**src/rtl/pipe2_acc.sv**
```systemverilog
// Three-stage multiply-accumulate: register F/E, register F*E, then sum N valid
// products into a windowed result G with a saturation flag and a completion pulse.
module pipe2_acc #(
  parameter int WIDTH = 10,
  parameter int ACC_W = 24,
  parameter int N     = 4
) (
  input  logic             clk,
  input  logic             rst,
  input  logic [0:WIDTH-1] F,
  input  logic [0:WIDTH-1] E,
  input  logic             in_valid,
  input  logic             clear,
  output logic [0:ACC_W-1] G,
  output logic             out_valid,
  output logic             sat,
  output logic [7:0]       cnt
);

  localparam int PROD_W = 2 * WIDTH;
  localparam logic [7:0] LAST_IDX = 8'(N - 1);

  // Stage 1: captured sample
  logic [WIDTH-1:0]  s1_f_q, s1_f_d;
  logic [WIDTH-1:0]  s1_e_q, s1_e_d;
  logic              s1_v_q, s1_v_d;
  // Stage 2: full-width product
  logic [PROD_W-1:0] prod_q, prod_d;
  logic              s2_v_q, s2_v_d;
  // Stage 3: window accumulator and reported result
  logic [ACC_W-1:0]  acc_q, acc_d;
  logic [7:0]        cnt_q, cnt_d;
  logic              ovf_q, ovf_d;
  logic [ACC_W-1:0]  g_q, g_d;
  logic              sat_q, sat_d;
  logic              out_valid_q, out_valid_d;

  logic [ACC_W:0]    sum_ext;
  logic              add_sat;
  logic [ACC_W-1:0]  sum_clamped;
  logic              win_done;

  // One carry bit is enough: acc and prod are each at most 2^ACC_W-1.
  assign sum_ext     = (ACC_W+1)'(acc_q) + (ACC_W+1)'(prod_q);
  assign add_sat     = sum_ext[ACC_W];
  assign sum_clamped = add_sat ? {ACC_W{1'b1}} : sum_ext[ACC_W-1:0];
  assign win_done    = (cnt_q == LAST_IDX);

  // NOTE: every _d gets a default before any branch so no latch is inferred.
  always_comb begin
    s1_f_d      = F;
    s1_e_d      = E;
    s1_v_d      = in_valid;
    prod_d      = PROD_W'(s1_f_q) * PROD_W'(s1_e_q);
    s2_v_d      = s1_v_q;
    acc_d       = acc_q;
    cnt_d       = cnt_q;
    ovf_d       = ovf_q;
    g_d         = g_q;
    sat_d       = sat_q;
    out_valid_d = 1'b0;

    if (clear) begin
      // Flush wins over a window completing in the same cycle; G/sat keep their value.
      s1_v_d = 1'b0;
      s2_v_d = 1'b0;
      acc_d  = '0;
      cnt_d  = '0;
      ovf_d  = 1'b0;
    end else if (s2_v_q) begin
      if (win_done) begin
        g_d         = sum_clamped;
        sat_d       = ovf_q | add_sat;
        out_valid_d = 1'b1;
        acc_d       = '0;
        cnt_d       = '0;
        ovf_d       = 1'b0;
      end else begin
        acc_d = sum_clamped;
        cnt_d = cnt_q + 8'd1;
        ovf_d = ovf_q | add_sat;
      end
    end
  end

  // NOTE: only control and visible state need reset; data registers are
  // qualified by the stage valids, so leaving them unreset is safe.
  always_ff @(posedge clk) begin
    s1_f_q <= s1_f_d;
    s1_e_q <= s1_e_d;
    prod_q <= prod_d;
  end

  // NOTE: non-blocking assignments for all state so every register samples
  // the pre-edge values of the others.
  always_ff @(posedge clk) begin
    if (rst) begin
      s1_v_q      <= 1'b0;
      s2_v_q      <= 1'b0;
      acc_q       <= '0;
      cnt_q       <= '0;
      ovf_q       <= 1'b0;
      g_q         <= '0;
      sat_q       <= 1'b0;
      out_valid_q <= 1'b0;
    end else begin
      s1_v_q      <= s1_v_d;
      s2_v_q      <= s2_v_d;
      acc_q       <= acc_d;
      cnt_q       <= cnt_d;
      ovf_q       <= ovf_d;
      g_q         <= g_d;
      sat_q       <= sat_d;
      out_valid_q <= out_valid_d;
    end
  end

  assign G         = g_q;
  assign sat       = sat_q;
  assign out_valid = out_valid_q;
  assign cnt       = cnt_q;

endmodule

```
**config.mk**
```make
export PLATFORM = sky130hd
export DESIGN_NAME = pipe2_acc
export DESIGN_NICKNAME = d
export VERILOG_FILES = /design/src/rtl/pipe2_acc.sv
export SDC_FILE = /design/constraint.sdc
export NUM_CORES = 1
export LEC_CHECK = 0
export BUFFER_PORTS_ARGS = -buffer_cell sky130_fd_sc_hd__buf_4
export CAP_MARGIN = 10
export CORE_AREA = 5 5 157 159
export CTS_BUF_LIST = sky130_fd_sc_hd__clkbuf_8
export CTS_CLUSTER_DIAMETER = 100
export DETAILED_ROUTE_END_ITERATION = 7
export DIE_AREA = 0 0 162 164
export GPL_TIMING_DRIVEN = 1
export PLACE_DENSITY_LB_ADDON = 0.15
export SLEW_MARGIN = 20
export SYNTH_ARGS = -nofsm -noshare
export SYNTH_HDL_FRONTEND = slang
export SYNTH_SLANG_ARGS = --single-unit
```
**constraint.sdc**
```tcl
create_clock -name clk -period 6.6 [get_ports clk]
set_input_delay 0.33 -clock clk [delete_from_list [all_inputs] [get_ports clk]]
set_output_delay 0.33 -clock clk [all_outputs]
set_load 0.005 [all_outputs]
```
== After elaboration in Yosys (flattened, before gate mapping) ==
Cells that the tools add are included.
W data, S select, Z words.

* Add/subtract/negate cells: 2
* $mul: 1
* Equality and inequality tests: 1
* Multiplexer cells: 5
* Bitwise operators: 3
* Reduce and logical (&&, ||, !) cells: 3

{| class="wikitable"
|+ Operator list
! cell !! count
|-
| $mux W24 || 2
|-
| $add A24 B20 Y25 || 1
|-
| $mul A10 B10 Y20 || 1
|-
| $add A8 B1 Y8 const B || 1
|-
| $eq A8 B2 Y1 const B || 1
|-
| $mux W8 || 1
|-
| $reduce_and A3 Y1 || 1
|-
| $reduce_or A3 Y1 || 1
|-
| $mux W1 || 2
|-
| $not A1 Y1 || 2
|-
| $reduce_or A2 Y1 || 1
|-
| $or A1 B1 Y1 || 1
|}

* Bits in registers: 101
* Bits of input ports: 24
* Output and inout bits: 34

== Longest topological paths before layout ==
Gate-level depths: netlist of run 1.

* Depth after elaboration: 3
* Gate-level depth with buffers: 20
* Gate-level depth less buffers: 19

== Least setup slack after synthesis of run 1 ==
OpenSTA, ideal clock, no wires.

* Path type: register to register
* Start: register s1_e_q[3]
* End: register prod_q[19]
* Library setup time: 0.143 ns
* Arrival time: 4.725 ns
* Slack: 1.731 ns
* Stages on the path, launching flop included: 21
* Path buffers: 1
* Cells stage by stage: dfxtp_1 -> clkbuf_1 -> nand2_1 -> fa_1 -> inv_1 -> fa_1 -> inv_1 -> fa_1 -> inv_1 -> fa_1 -> inv_1 -> fa_1 -> inv_1 -> ha_1 -> nor2_1 -> nor2_1 -> o211ai_1 -> a31o_2 -> a211o_1 -> nand2_1 -> o211ai_1

* Cells in the longest elaborated chain, start to end: 1

{| class="wikitable"
|+ RTL lines
! element !! line !! text
|-
| start: declaration || 25 || <nowiki>logic [WIDTH-1:0] s1_e_q, s1_e_d;</nowiki>
|-
| start signal: assignment || 90 || <nowiki>s1_e_q <= s1_e_d;</nowiki>
|-
| $mul A10 B10 Y20 || 54 || <nowiki>prod_d = PROD_W'(s1_f_q) * PROD_W'(s1_e_q);</nowiki>
|-
| named net prod_d[19] || 28 || <nowiki>logic [PROD_W-1:0] prod_q, prod_d;</nowiki>
|-
| end signal: assignment || 91 || <nowiki>prod_q <= prod_d;</nowiki>
|-
| end: declaration || 28 ||
|}

The timed path passes the listed nets, and every way through them passes these cells.
A chain may end at the register's enable or synchronous reset.

== Worst setup path after layout of run 1 ==
* Start: register s1_f_q[3]
* End: register prod_q[18]

* Cells in the longest elaborated chain, start to end: 1

{| class="wikitable"
|+ RTL lines
! element !! line !! text
|-
| start: declaration || 24 || <nowiki>logic [WIDTH-1:0] s1_f_q, s1_f_d;</nowiki>
|-
| start signal: assignment || 89 || <nowiki>s1_f_q <= s1_f_d;</nowiki>
|-
| $mul A10 B10 Y20 || 54 ||
|-
| named net prod_d[18] || 28 ||
|}

The timed path passes the listed nets, and every way through them passes these cells.

==> metrics.csv, run 1 <==
metric,value,unit
power.share.clock,17.2,%
ios,58,
globalRouteTotalUtil,13.4,%
wl,17.0,mm
critPathRequiredTime,6870,ps
status,"complete, no violations",
totalPowerFinal,2.43,mW
maxSlewHeadroom,33.2,%
cts_tree,done,
drtIter0Drc,203,
dp.cells,1151,
htree_levels,3,
synth_area,7510,um^2
synth.largest_area_cell,dfxtp_1,
end_kind,flop,
clk_pin_slew,110,ps
startpoint,s1_f_q[3]$_DFF_P_,
critPathBufInv,3,
ant_nets,0,
drt_pass1_iterations,5,
power_frac_seq,30.0,%
irDropWorstVdd,0.137,mV
synth_area_per_cell,9.02,um^2
syn_inst,833,
critPathMaxStageDelay,570,ps
cp_top_family,adder cells,
synthesis.nets,996,
netSwitchingFraction,41.8,%
nFillCells,2384,
cp-start-kind,flop,
min_path_type,in2reg,
wire_per_inst,14.6,um
finalClockSkew,26.2,ps
drcViolationCount,0,
grt_pass1_vias,5707,
die_area,26600,um^2
crit_chain,"nand2_1, fa_1, fa_1, inv_1, fa_1, fa_1, inv_1, fa_1, inv_1, ha_1, a21o_1, a21o_1, a21oi_1, a2bb2oi_1, a31oi_1, a311o_1",
clock.fmax,193,MHz
period_share,78.5,%
fin_crit,5180,ps
cp.arrival,5450,ps
tns,0,ps
die_x,162,um
num_vias,5616,
syn_to_final_growth,11.7,%
clk_latency,400,ps
row_count,56,
slew_violations,0,
p_switching,1.02,mW
timing.final.hold_violations,0,
powerDensity,290,nW/um^2
synth_top_area_share,26.9,%
r2r-end,prod_q[18]$_DFF_P_,
ys_seq_area_share,26.9,%
coreArea,23100,um^2
grt_overflow,0,
die_y,164,um
crit_path_top_delay_cell,dfxtp_1,
p_leak,3.87,nW
grt_max_degree,29,
cpMostUsedCell,fa_1,
cts_hold_buffers,0,
numCtsBuffers,9,
ys.flop_type,dfxtp_1,
async_flop_share,0,%
ys_top_cells_by_area,"dfxtp_1, fa_1, ha_1",
grt_setup_unrepaired,false,
timing.rr.start,s1_f_q[3]$_DFF_P_,
endpoint,prod_q[18]$_DFF_P_,
crit_type,reg2reg,
cts-root-buf,clkbuf_8,
antenna_cells,0,
port-buffer-count,57,
r2r_slack,1420,ps
setup_viol,0,
drive_above_1_share,10.3,%
worst-r2r-cell-count,16,
routed_via_density,4.81,
crit_fanout,10,
cp.depth,16,
maxCapViolations,0,
yosysWarnings,0,
finalNetCount,1035,
gp_congestion,0.817,
cts.path.max_buffers,2,
combPwrFrac,52.8,%
antenna_found_initial,0,
synth-edff-count,0,
cts-resized-gates,0,
hpwl,13.4,mm
grt_pass1_wl,29.0,mm
synth_cell_types,58,
tightestPinTransition,1000,ps
post_cts_buffers,0,
clock-sinks,101,
start_util,32.5,%
ys_ff_latch,101,
p_int,1.42,mW
fin_cells,1167,
-- synth_stat cells (all sizes together) (4+ instances only) --
cell	instances
a211o	5
a211oi	25
a21o	12
a21oi	29
a31oi	8
and2	73
and3	9
buf	8
clkbuf	22
dfxtp	101
fa	63
ha	76
inv	78
mux2i	4
nand2	82
nand2b	6
nand3	11
nand4	8
nor2	65
nor3	18
nor4	6
o211ai	12
o21a	9
o21ai	32
o21bai	6
or2	5
or3	5
xnor2	18
xor2	14
-- worst register-to-register path: cells and delay by family, from the launching register on --
| kind | cells | cell delay, ps |
|---|---|---|
| AOI/OAI and AO/OA | 6 | 1430 |
| adders and majority gates | 6 | 2760 |
| buffers and inverters | 3 | 180 |
| and+or+nand+nor | 1 | 140 |
| DFF | 1 | 570 |
-- worst min path at each step --
| stage | startpoint | to | slack, ps | depth (start not counted) |
|---|---|---|---|---|
| floorplan | E[9] | s1_e_q[0]$_DFF_P_ | 360 | 0 |
| global placement | s1_v_q$_SDFF_PP0_ | s2_v_q$_SDFF_PP0_ | 410 | 1 |
| detailed placement | s1_v_q$_SDFF_PP0_ | s2_v_q$_SDFF_PP0_ | 420 | 1 |
| CTS | F[6] | s1_f_q[3]$_DFF_P_ | 5 | 1 |
| global route | F[6] | s1_f_q[3]$_DFF_P_ | 8 | 1 |
| finish | F[6] | s1_f_q[3]$_DFF_P_ | 40 | 1 |
-- cell usage in the layout, fill, tap and decap left out, types with 6 or more instances in the layout --
cell type / count
xor2_1: 14
a21oi_1: 28
nor2_1: 63
fa_1: 63
buf_4: 58
and2_1: 73
a31oi_1: 8
nand2b_1: 6
a21o_1: 12
clkbuf_8: 9
nor3_1: 18
dfxtp_1: 101
o21bai_1: 6
nand4_1: 8
o21ai_0: 20
inv_1: 78
o21ai_1: 10
nand2_1: 82
nor4_1: 6
o211ai_1: 11
a211oi_1: 25
xnor2_1: 18
nand3_1: 11
and3_1: 9
o21a_1: 8
ha_1: 76
-- metal layers --
layer  vias to the layer above  share of wire, %  track usage [%]
met1                      2626                51             18.7
met4                         0               1.1             3.08
met2                        90                44             21.7
met5                         -                 0                0
met3                        12               3.7             2.48
li1                       2888                 -                -
-- area by class of cell --
class	count	area, um^2	area share, %
Clock inverter	7	86.3	1.03
Multi-Input combinational cell	624	5070	60.4
Inverter	78	293	3.49
Sequential cell	101	2020	24.1
Tap cell	290	363	4.32
Clock buffer	9	124	1.48
Timing Repair Buffer	58	435	5.19
-- flip-flops by register name, summed over array words and instances (netlist names) --
register   cells
out_valid      1
prod_q        20
s1_f_q        10
sat            1
s2_v_q         1
G             24
acc_q         24
cnt            8
s1_e_q        10
s1_v_q         1
ovf_q          1
-- logic make-up after synthesis --
family / share of synthesized area, %
AO/OA/AOI/OAI: 14.5
buffers and inverters: 5.66
AND/OR/NAND/NOR: 19.2
adder cells (fa/ha/maj): 29.5
XOR/XNOR: 3.73
multiplexers: 0.533
flip-flops: 26.9
-- through the flow --
step                hold slack, ps  worst slack (ps)  utilization [%]  cell area, um^2
floorplan                      358              1730                -             7510
global placement               410              1510             35.4             8180
detailed placement             421              1440             35.4             8180
CTS                           5.16              1410             36.3             8390
global route                  8.22              1070             36.3             8390
finish                        40.4              1420             36.3             8390
-- power by group through the flow --
stage	Clock [mW]	Sequential, mW	Combinational (mW)
3_5_place_dp	0	0.743	1.29
5_1_grt	0.464	0.738	1.50
6_report	0.420	0.729	1.29
3_3_place_gp	0	0.743	1.30
2_1_floorplan	0	0.720	1.06
4_1_cts	0.445	0.730	1.31
No activity file was read; power rests on OpenSTA's default activity.
==> inputs of run 2 (changes only) <==
clock period = 4.6 ns   (was 6.6 ns; I/O delays follow)
==> metrics.csv, run 2 (synthesis gave the netlist of run 1 again) <==
metric,value,unit,change
status,"complete, no violations",,unchanged
crit_fanout,5,,was 10
antenna_cells,0,,unchanged
drt_pass1_iterations,4,,was 5
htree_levels,3,,unchanged
utilization,40.2,%,was 36.3%
fin_ws,6.86,ps,was 1420 ps
layout_commonest_cell,buf_4,,was dfxtp_1
antenna_found_initial,0,,unchanged
final_cell_area,9290,um^2,was 8390 um^2
num_vias,5850,,was 5616
wire_per_inst,13.9,um,was 14.6 um
worst-r2r-cell-count,17,,was 16
maxSlewHeadroom,34.0,%,was 33.2%
cts_tree,done,,unchanged
p_leak,4.27,nW,was 3.87 nW
cts.path.max_buffers,2,,unchanged
globalRouteTotalUtil,13.7,%,was 13.4%
r2r-end,prod_q[19]$_DFF_P_,,was prod_q[18]$_DFF_P_
period_share,99.9,%,was 78.5%
wl,17.4,mm,was 17.0 mm
grt_max_degree,29,,unchanged
tns,0,ps,unchanged
totalPowerFinal,4.06,mW,was 2.43 mW
drive_above_1_share,20.8,%,was 10.3%
clk_latency,390,ps,was 400 ps
maxCapViolations,0,,unchanged
clk_pin_slew,120,ps,was 110 ps
irDropWorstVdd,0.251,mV,was 0.137 mV
grt_pass1_vias,5993,,was 5707
clock-sinks,101,,unchanged
multi_input_area,5250,um^2,was 5070 um^2
finalNetCount,1119,,was 1035
timing.rr.start,s1_f_q[1]$_DFF_P_,,was s1_f_q[3]$_DFF_P_
end_kind,flop,,unchanged
crit_chain,"nand2_4, fa_1, fa_1, inv_2, fa_1, fa_1, inv_1, fa_1, inv_2, ha_4, nand4_1, inv_1, o211ai_1, a31o_2, a211o_1, nand2_1, o211ai_1",,"was nand2_1, fa_1, fa_1, inv_1, fa_1, fa_1, inv_1, fa_1, inv_1, ha_1, a21o_1, a21o_1, a21oi_1, a2bb2oi_1, a31oi_1, a311o_1"
ant_nets,0,,unchanged
crit_path_top_delay_cell,fa_1,,was dfxtp_1
final_cell_mix,"buf_4, dfxtp_1, nand2_1, inv_1, and2_1",,"was dfxtp_1, nand2_1, inv_1, ha_1, and2_1"
syn_to_final_growth,23.7,%,was 11.7%
regArea,2080,um^2,was 2020 um^2
port-buffer-count,57,,unchanged
die_y,164,um,unchanged
die_x,162,um,unchanged
hpwl,14.0,mm,was 13.4 mm
cp.arrival,4840,ps,was 5450 ps
fin_crit,4590,ps,was 5180 ps
timing.final.hold_violations,0,,unchanged
grt_pass1_wl,29.9,mm,was 29.0 mm
die_area,26600,um^2,unchanged
routed_via_density,4.68,,was 4.81
holdPathEnd,s1_v_q$_SDFF_PP0_,,was s1_f_q[3]$_DFF_P_
dpl_worst_slack,-275,ps,was 1440 ps
cts-root-buf,clkbuf_8,,unchanged
cp-start-kind,flop,,unchanged
drtIter0Drc,316,,was 203
grt_overflow,0,,unchanged
crit_type,reg2reg,,unchanged
hp-start,in_valid,,was F[6]
critPathRequiredTime,4840,ps,was 6870 ps
row_count,56,,unchanged
grt_setup_unrepaired,true,,was false
placed_area,8610,um^2,was 8180 um^2
r2r_slack,7,ps,was 1420 ps
drcViolationCount,0,,unchanged
tightestPinTransition,988,ps,was 1000 ps
setup_viol,0,,unchanged
slew_violations,0,,unchanged
cpMostUsedCell,fa_1,,unchanged
nFillCells,2348,,was 2384
gp_congestion,0.780,,was 0.817
numCtsBuffers,9,,unchanged
clock.fmax,218,MHz,was 193 MHz
hold-path-cell-count,2,,was 1
critPathMaxStageDelay,540,ps,was 570 ps
finalClockSkew,19.6,ps,was 26.2 ps
min_path_type,in2reg,,unchanged
ios,58,,unchanged
coreArea,23100,um^2,unchanged
start_util,32.5,%,unchanged
powerDensity,437,nW/um^2,was 290 nW/um^2
-- run 2: through the flow --
stage,hold slack (ps),instances
after detailed placement,336,1202
after global placement,336,1202
after floorplan,258,833
final,42.2,1251
after global routing,14.5,1251
after CTS,15.5,1247
-- run 2: critical path, delay by kind of cell, from the launching register on --
| kind | cells | cell delay (ps) |
|---|---|---|
| compound gates | 4 | 790 |
| flops | 1 | 400 |
| fa+ha+maj | 6 | 2800 |
| simple gates | 3 | 230 |
| buf+inv | 4 | 220 |
-- run 2: power breakdown --
group          switching, mW  total (mW)  leakage [nW]  internal [mW]
Combinational           1.20        2.45          3.34           1.25
Clock                  0.363       0.575        0.0960          0.212
Sequential            0.0518        1.04         0.833          0.985
Total                   1.62        4.06          4.27           2.44
-- run 2: how the worst max path moves through the flow --
stage | startpoint | end | slack (ps)
2_1_floorplan | s1_e_q[3]$_DFF_P_ | prod_q[18]$_DFF_P_ | 1
3_3_place_gp | s1_f_q[6]$_DFF_P_ | prod_q[18]$_DFF_P_ | -190
3_5_place_dp | s1_e_q[3]$_DFF_P_ | prod_q[19]$_DFF_P_ | -280
4_1_cts | s1_e_q[1]$_DFF_P_ | prod_q[19]$_DFF_P_ | -80
5_1_grt | s1_e_q[9]$_DFF_P_ | prod_q[19]$_DFF_P_ | -240
6_report | s1_f_q[1]$_DFF_P_ | prod_q[19]$_DFF_P_ | 7
-- run 2: final cells by class --
cell class / count / share of cell area, %
sequential: 101 / 22.3
inverter: 78 / 3.15
tap: 290 / 3.91
timing repair buffer: 142 / 12.1
clock buffer: 9 / 1.33
clock inverter: 7 / 0.687
multi-input combinational: 624 / 56.5
-- run 2: metal layers --
layer | GRT usage, % | wire, um | vias to the layer above
met1 | 18.3 | 8550 | 2710
met3 | 2.79 | 585 | 9
met4 | 2.08 | 96 | 0
li1 | - | - | 3052
met2 | 23.7 | 8200 | 79
met5 | 0 | 0 | -
-- run 2: timing repair --
action,in CTS,in global routing
endpoints found under the setup margin,8,9
hold buffers,20,0
buffers inserted,9,4
hold endpoints to repair,20,0
pin swaps,33,28
gates resized for setup,40,16
